[config.mk]
export PLATFORM = sky130hd
export DESIGN_NAME = ro_sense_counter
export DESIGN_NICKNAME = d
export VERILOG_FILES = /design/src/rtl/ro_sense_pkg.sv /design/src/rtl/ro_sync_edge.sv /design/src/rtl/ro_sense_counter.sv
export SDC_FILE = /design/constraint.sdc
export NUM_CORES = 1
export LEC_CHECK = 0
export ABC_AREA = 1
export BUFFER_PORTS_ARGS = -buffer_cell sky130_fd_sc_hd__clkbuf_2
export CAP_MARGIN = 20
export CORE_MARGIN = 10
export CORE_UTILIZATION = 54
export CTS_CLUSTER_DIAMETER = 60
export CTS_CLUSTER_SIZE = 8
export DETAILED_ROUTE_END_ITERATION = 8
export PLACE_DENSITY = 0.79
export SLEW_MARGIN = 20
export SYNTH_ARGS = -nofsm -noshare
export SYNTH_HDL_FRONTEND = slang
export SYNTH_HIERARCHICAL = 1
export SYNTH_SLANG_ARGS = --single-unit
export TNS_END_PERCENT = 100
[constraint.sdc]
create_clock -name i_Clk -period 1.67 [get_ports i_Clk]
set_clock_uncertainty 0.15 [all_clocks]
set_input_delay 0.0835 -clock i_Clk [delete_from_list [all_inputs] [get_ports i_Clk]]
set_output_delay 0.0835 -clock i_Clk [all_outputs]
set_load 0.005 [all_outputs]
[src/rtl/ro_sense_pkg.sv]
// Shared definitions for the ring-oscillator sense counter.
// Holds the FSM state type, default parameter values and the synchronizer depth.
// Optional feature macro: RO_SENSE_AVG_EN (four back-to-back gate windows, averaged).
package ro_sense_pkg;

  typedef enum logic [2:0] {
    IDLE,
    SETTLE,
    GATE,
    DRAIN,
    DONE
  } ro_state_t;

  localparam int unsigned GATE_CYCLES_DEF   = 1024;
  localparam int unsigned SETTLE_CYCLES_DEF = 8;
  localparam int unsigned CNT_W_DEF         = 16;
  localparam int unsigned SYNC_DEPTH        = 2;

`ifdef RO_SENSE_AVG_EN
  localparam int unsigned AVG_PASSES = 4;
`else
  localparam int unsigned AVG_PASSES = 1;
`endif

endpackage

[src/rtl/ro_sync_edge.sv]
// Synchronizer plus rising-edge detector for the asynchronous RO output.
// Ports:
//   i_Clk   system clock, rising edge
//   i_Rst   asynchronous active-high reset
//   i_Async RO output, asynchronous to i_Clk
//   o_Edge  one-cycle strobe on a synchronized 0->1 transition
module ro_sync_edge
  import ro_sense_pkg::*;
(
  input  logic i_Clk,
  input  logic i_Rst,
  input  logic i_Async,
  output logic o_Edge
);

  logic [SYNC_DEPTH-1:0] sync_q;
  logic                  prev_q;

  always_ff @(posedge i_Clk or posedge i_Rst) begin
    if (i_Rst) begin
      sync_q <= '0;
      prev_q <= 1'b0;
    end else begin
      sync_q <= {sync_q[SYNC_DEPTH-2:0], i_Async};
      prev_q <= sync_q[SYNC_DEPTH-1];
    end
  end

  assign o_Edge = sync_q[SYNC_DEPTH-1] & ~prev_q;

endmodule

[src/rtl/ro_sense_counter.sv]
// Ring-oscillator measurement front-end: enables one RO cell, counts its
// synchronized rising edges over a fixed gate window and reports the result
// with a one-cycle valid pulse.
// Ports:
//   i_Clk, i_Rst   clock and asynchronous active-high reset
//   i_Start        measurement request, level-sampled in IDLE only
//   i_Sel          RO select, captured on an accepted start
//   i_RO_Out       RO output (asynchronous)
//   o_Enable       RO enable (registered)
//   o_Sel          RO select (registered)
//   o_Busy         high in every state except IDLE
//   o_Valid        one-cycle pulse, o_Count/o_Overflow valid
//   o_Count        saturating edge count of the last window
//   o_Overflow     last window saturated the counter
// Optional feature macro: RO_SENSE_AVG_EN (gate repeated 4x, o_Count = sum>>2).
module ro_sense_counter
  import ro_sense_pkg::*;
#(
  parameter int unsigned GATE_CYCLES   = GATE_CYCLES_DEF,
  parameter int unsigned SETTLE_CYCLES = SETTLE_CYCLES_DEF,
  parameter int unsigned CNT_W         = CNT_W_DEF
) (
  input  logic             i_Clk,
  input  logic             i_Rst,
  input  logic             i_Start,
  input  logic             i_Sel,
  input  logic             i_RO_Out,
  output logic             o_Enable,
  output logic             o_Sel,
  output logic             o_Busy,
  output logic             o_Valid,
  output logic [CNT_W-1:0] o_Count,
  output logic             o_Overflow
);

  // Phase counter must cover SETTLE, GATE and the 2-cycle DRAIN.
  localparam int unsigned PH_MAX0 = (GATE_CYCLES > SETTLE_CYCLES) ? GATE_CYCLES : SETTLE_CYCLES;
  localparam int unsigned PH_MAX  = (PH_MAX0 > 2) ? PH_MAX0 : 2;
  localparam int unsigned PH_W    = $clog2(PH_MAX);

  localparam logic [CNT_W-1:0] CNT_MAX = '1;

  ro_state_t        state, state_nxt;
  logic [PH_W-1:0]  phase;
  logic [CNT_W-1:0] cnt, cnt_nxt;
  logic             ovf, ovf_nxt;
  logic             ro_edge;
  logic             settle_end, gate_end, drain_end, last_pass;

  ro_sync_edge u_sync (
    .i_Clk   (i_Clk),
    .i_Rst   (i_Rst),
    .i_Async (i_RO_Out),
    .o_Edge  (ro_edge)
  );

  assign settle_end = (phase == PH_W'(SETTLE_CYCLES - 1));
  assign gate_end   = (phase == PH_W'(GATE_CYCLES - 1));
  assign drain_end  = (phase == PH_W'(1));

`ifdef RO_SENSE_AVG_EN
  logic [1:0]       pass;
  logic [CNT_W+1:0] sum;
  assign last_pass = (pass == 2'(AVG_PASSES - 1));
`else
  assign last_pass = 1'b1;
`endif

  // Saturating increment; an edge seen while already saturated flags overflow.
  always_comb begin
    cnt_nxt = cnt;
    ovf_nxt = ovf;
    if (ro_edge) begin
      if (cnt == CNT_MAX) ovf_nxt = 1'b1;
      else                cnt_nxt = cnt + CNT_W'(1);
    end
  end

  always_ff @(posedge i_Clk or posedge i_Rst) begin
    if (i_Rst) state <= IDLE;
    else       state <= state_nxt;
  end

  always_comb begin
    state_nxt = state;
    case (state)
      IDLE:    if (i_Start) state_nxt = SETTLE;
      SETTLE:  if (settle_end) state_nxt = GATE;
      GATE:    if (gate_end && last_pass) state_nxt = DRAIN;
      DRAIN:   if (drain_end) state_nxt = DONE;
      DONE:    state_nxt = IDLE;
      default: state_nxt = IDLE;
    endcase
  end

  always_ff @(posedge i_Clk or posedge i_Rst) begin
    if (i_Rst) begin
      o_Enable   <= 1'b0;
      o_Sel      <= 1'b0;
      o_Count    <= '0;
      o_Overflow <= 1'b0;
      phase      <= '0;
      cnt        <= '0;
      ovf        <= 1'b0;
`ifdef RO_SENSE_AVG_EN
      pass       <= '0;
      sum        <= '0;
`endif
    end else begin
      case (state)
        IDLE: begin
          if (i_Start) begin
            o_Sel    <= i_Sel;
            o_Enable <= 1'b1;
            phase    <= '0;
            cnt      <= '0;
            ovf      <= 1'b0;
`ifdef RO_SENSE_AVG_EN
            pass     <= '0;
            sum      <= '0;
`endif
          end
        end
        SETTLE: phase <= settle_end ? '0 : phase + PH_W'(1);
        GATE: begin
          phase <= gate_end ? '0 : phase + PH_W'(1);
          ovf   <= ovf_nxt;
`ifdef RO_SENSE_AVG_EN
          // Each pass saturates on its own; the pass result (including this
          // cycle's edge) folds into the sum and the counter restarts.
          if (gate_end) begin
            sum  <= sum + {2'b00, cnt_nxt};
            cnt  <= '0;
            pass <= pass + 2'd1;
          end else begin
            cnt  <= cnt_nxt;
          end
`else
          cnt <= cnt_nxt;
`endif
          if (gate_end && last_pass) o_Enable <= 1'b0;
        end
        DRAIN: begin
          phase <= phase + PH_W'(1);
          if (drain_end) begin
`ifdef RO_SENSE_AVG_EN
            o_Count <= sum[CNT_W+1:2];
`else
            o_Count <= cnt;
`endif
            o_Overflow <= ovf;
          end
        end
        DONE:    phase <= '0;
        default: phase <= '0;
      endcase
    end
  end

  assign o_Busy  = (state != IDLE);
  assign o_Valid = (state == DONE);

endmodule

==> results.cfg <==
[finish]
fill_cells = 431
multiInputGateArea_um2 = 1530
regArea_um2 = 1310
drive_gt1_share_pct = 27.0
area_delta_synth_final_pct = 21.6
nets = 448
fin_cells = 511
n_antenna_cell = 0

[routing]
totalWireLength_um = 7320
wl_per_cell_um = 14.3
drc = 0
drt_iter0_drc = 258
vias = 2687
postRouteAntennaNets = 0
via_per_inst = 5.26
drt_pass1_iterations = 4

[die]
die_h_um = 94.3
num_rows = 26
die_area_um2 = 8880
fp.coreArea_um2 = 5240
dieWidth_um = 94.3
start_util_pct = 56.9
ios = 26

[cts]
cts_tree = done
path_clk_slew_ns = 0.11
htree_levels = 2
clkLatencyLatePin_ns = 0.32
cts_buffers = 5
cts-root-buf = clkbuf_8
cts_sinks = 52
cts_buffer_depth = 2

[global_routing]
gr-total-overflow = 0
grt_use_met2_pct = 24.5
grt_pass1_vias = 2503
grt_start_max_net_pins = 32
top_usage_layer = met2
met3_usage_pct = 3.68
global_route.usage.met1_pct = 22.0
grt.total_usage_pct = 15.9
grt_first_pass_wirelength_um = 11600
antenna_found_initial = 0

[placed_design]
hpwlAfterDp_um = 5080
dp_cells = 494
place.gp.congestion = 0.891
io_buffers = 25

[power_and_ir_drop]
pwr-share-seq_pct = 36.7
p_leak_nw = 1.76
peakVddDrop_v = 0.000701
switching_share_pct = 42.8
power_switching_mw = 1.89
powerDensity_nw_per_um2 = 1220
pwr-share-comb_pct = 45.4
pwr-share-clk_pct = 17.9
internal-power_mw = 2.52
power_mw = 4.41

[timing]
setup_viol_count_final = 0
max_freq_ghz = 0.602
worst_slew_pin_slew_ns = 0.423
timing.slew.headroom_pct = 71.8
maxSlewViolCount = 0
rsz0062_at_grt = true
timing.final.crit_share_pct = 99.5
final_hold_viol_count = 0
timing.final.crit_period_ns = 1.66

[logic_synthesis]
postSynthCellCount = 385
synthDistinctLibCells = 30
synth_top_area_share_pct = 43.7
synth_seq_area_share_pct = 43.7
synth_edf_count = 0
synth_warnings = 6
netlist_area_um2 = 2980
avgSynthCellArea_um2 = 7.73
synthArstFlopShare_pct = 100
syn_nets = 393
synth_area_leaders = dfrtp_1, nand2_1, nand3_1, inv_1, nor2_1
ys_ff_latch = 52
synth_area_leader_cell = dfrtp_1
synthFlopType = dfrtp_1

[setup_path]
ff2ff_setup_slack_ns = 0.008
crit_path_max_fanout = 6
reg2regPathDepth = 9
startpoint_type = register
r2r-end = o_Count[10]
arrival_ns = 1.77
crit_chain = inv_2 > ha_4 > inv_2 > nor3_2 > nand3b_1 > nor2_4 > clkbuf_16 > nand2_2 > nand2_1
slowest_stage = dfrtp_2
rr_startpoint = phase[1]
critical_path.top_delay_family = simple AND/OR/NAND/NOR gates
setup.worst_path.class = register to register
end_kind = register
crit_buf_inv = 3
cp_common_cell = inv_2
required_ns = 1.78
critical-path-max-stage-delay_ns = 0.46

[status]
status = finished, final reports clean

[min_path]
hp-class = primary input to async pin

[flow_run]
maxCapViolCount = 0
per-layer routing:
metal  vias up  share of wire [%]
li1       1337                  -
met5         -                  0
met1      1249                 45
met3         9                6.8
met4         0                1.2
met2        92                 47
kinds of logic (layout without fill, tap and decap cells):
group | after synthesis | count (layout) | share of synthesized area, %
AND/OR/NAND/NOR | 240 | 240 | 36.6
AO/OA/AOI/OAI | 32 | 32 | 7.98
XOR/XNOR | 9 | 9 | 2.65
adder cells (fa/ha/maj) | 3 | 3 | 1.26
buffers and inverters | 49 | 105 | 7.81
flip-flops | 52 | 52 | 43.7
placed cells by master, fill, tap and decap left out, types with 3 or more instances in the layout:
| cell type | synthesis | final |
|---|---|---|
| o21bai_1 | 5 | 5 |
| nor3_1 | 5 | 3 |
| o21ai_2 | 12 | 12 |
| nor2_2 | 3 | 7 |
| inv_1 | 37 | 34 |
| nor2_1 | 36 | 30 |
| o211ai_1 | 3 | 3 |
| nor3_2 | 1 | 3 |
| dfrtp_1 | 52 | 44 |
| nand2_1 | 140 | 134 |
| nand4_1 | 12 | 12 |
| nand3_1 | 30 | 30 |
| inv_2 | 3 | 4 |
| buf_4 | 0 | 23 |
| o21ai_0 | 4 | 4 |
| buf_12 | 0 | 4 |
| dlygate4sd3_1 | 0 | 4 |
| dfrtp_2 | 0 | 8 |
| nor2_4 | 4 | 6 |
| clkbuf_8 | 0 | 5 |
| nand2_2 | 1 | 7 |
| clkbuf_2 | 0 | 25 |
| o21ai_1 | 4 | 4 |
| xor2_1 | 7 | 7 |
worst reg2reg max path: stages (launching register included):
cell and delay (ns):
dfrtp_2 0.46, inv_2 0.08, ha_4 0.12, inv_2 0.04, nor3_2 0.09, nand3b_1 0.16
nor2_4 0.22, clkbuf_16 0.18, nand2_2 0.04, nand2_1 0.06
stage by stage:
| step | area, um2 | setup TNS (ns) | util, % | setup slack [ns] | hold slack [ns] |
|---|---|---|---|---|---|
| global route | 3620 | -0.422 | 69.2 | -0.0321 | 0.0324 |
| global placement | 3320 | 0 | 63.4 | 0.0906 | -0.199 |
| finish | 3620 | 0 | 69.2 | 0.00794 | 0.00946 |
| CTS | 3450 | 0 | 66.0 | 0.00359 | 0.00693 |
| floorplan | 2980 | 0 | - | 0.0947 | -0.313 |
| detailed placement | 3320 | 0 | 63.4 | 0.0229 | -0.194 |
registers in the layout, indices dropped and copies added, names as in the netlist:
name / cells
cnt: 16
o_Count: 16
phase: 10
state: 3
u_sync/sync_q: 2
o_Enable: 1
o_Overflow: 1
o_Sel: 1
ovf: 1
u_sync/prev_q: 1
Yosys cell counts (2+ instances only):
cell type / n
buf_2: 3
buf_6: 6
dfrtp_1: 52
ha_1: 3
inv_1: 37
inv_2: 3
nand2_1: 140
nand2_4: 2
nand3_1: 30
nand3_2: 2
nand3b_1: 2
nand4_1: 12
nor2_1: 36
nor2_2: 3
nor2_4: 4
nor3_1: 5
o2111ai_1: 2
o211ai_1: 3
o21ai_0: 4
o21ai_1: 4
o21ai_2: 12
o21bai_1: 5
xnor2_1: 2
xor2_1: 7
power by group through the flow:
stage | Clock, mW | Sequential, mW | Combinational [mW]
2_1_floorplan | 0 | 1.58 | 1.25
3_3_place_gp | 0 | 1.60 | 1.70
3_5_place_dp | 0 | 1.61 | 1.75
4_1_cts | 0.792 | 1.58 | 1.77
5_1_grt | 0.836 | 1.65 | 2.20
6_report | 0.788 | 1.62 | 2.00
timing repair:
item                                    4_1_cts  5_1_grt
hold buffers                                  4        0
endpoints found under the hold margin        54        0
gates resized for setup                       0       34
endpoints found under the setup margin        0       43
setup buffers                                 0        4
worst max-delay path by stage:
stage          startpoint          end  slack, ns  cells past startpoint
2_1_floorplan      cnt[1]       cnt[5]       0.09                      8
5_1_grt          phase[1]   o_Count[7]      -0.03                      9
6_report         phase[1]  o_Count[10]      0.008                      9
4_1_cts          phase[1]  o_Count[15]      0.004                      8
3_3_place_gp     state[2]      cnt[11]       0.09                      9
3_5_place_dp     phase[1]  o_Count[15]       0.02                      8
final cells by class:
cell class	count	share of cell area (%)
Clock buffer	5	1.90
Inverter	40	4.28
Multi-Input combinational cell	284	42.2
Clock inverter	3	0.760
Tap cell	70	2.42
Timing Repair Buffer	57	12.2
Sequential cell	52	36.2
Note: power is estimated with default switching activity, not from simulation.
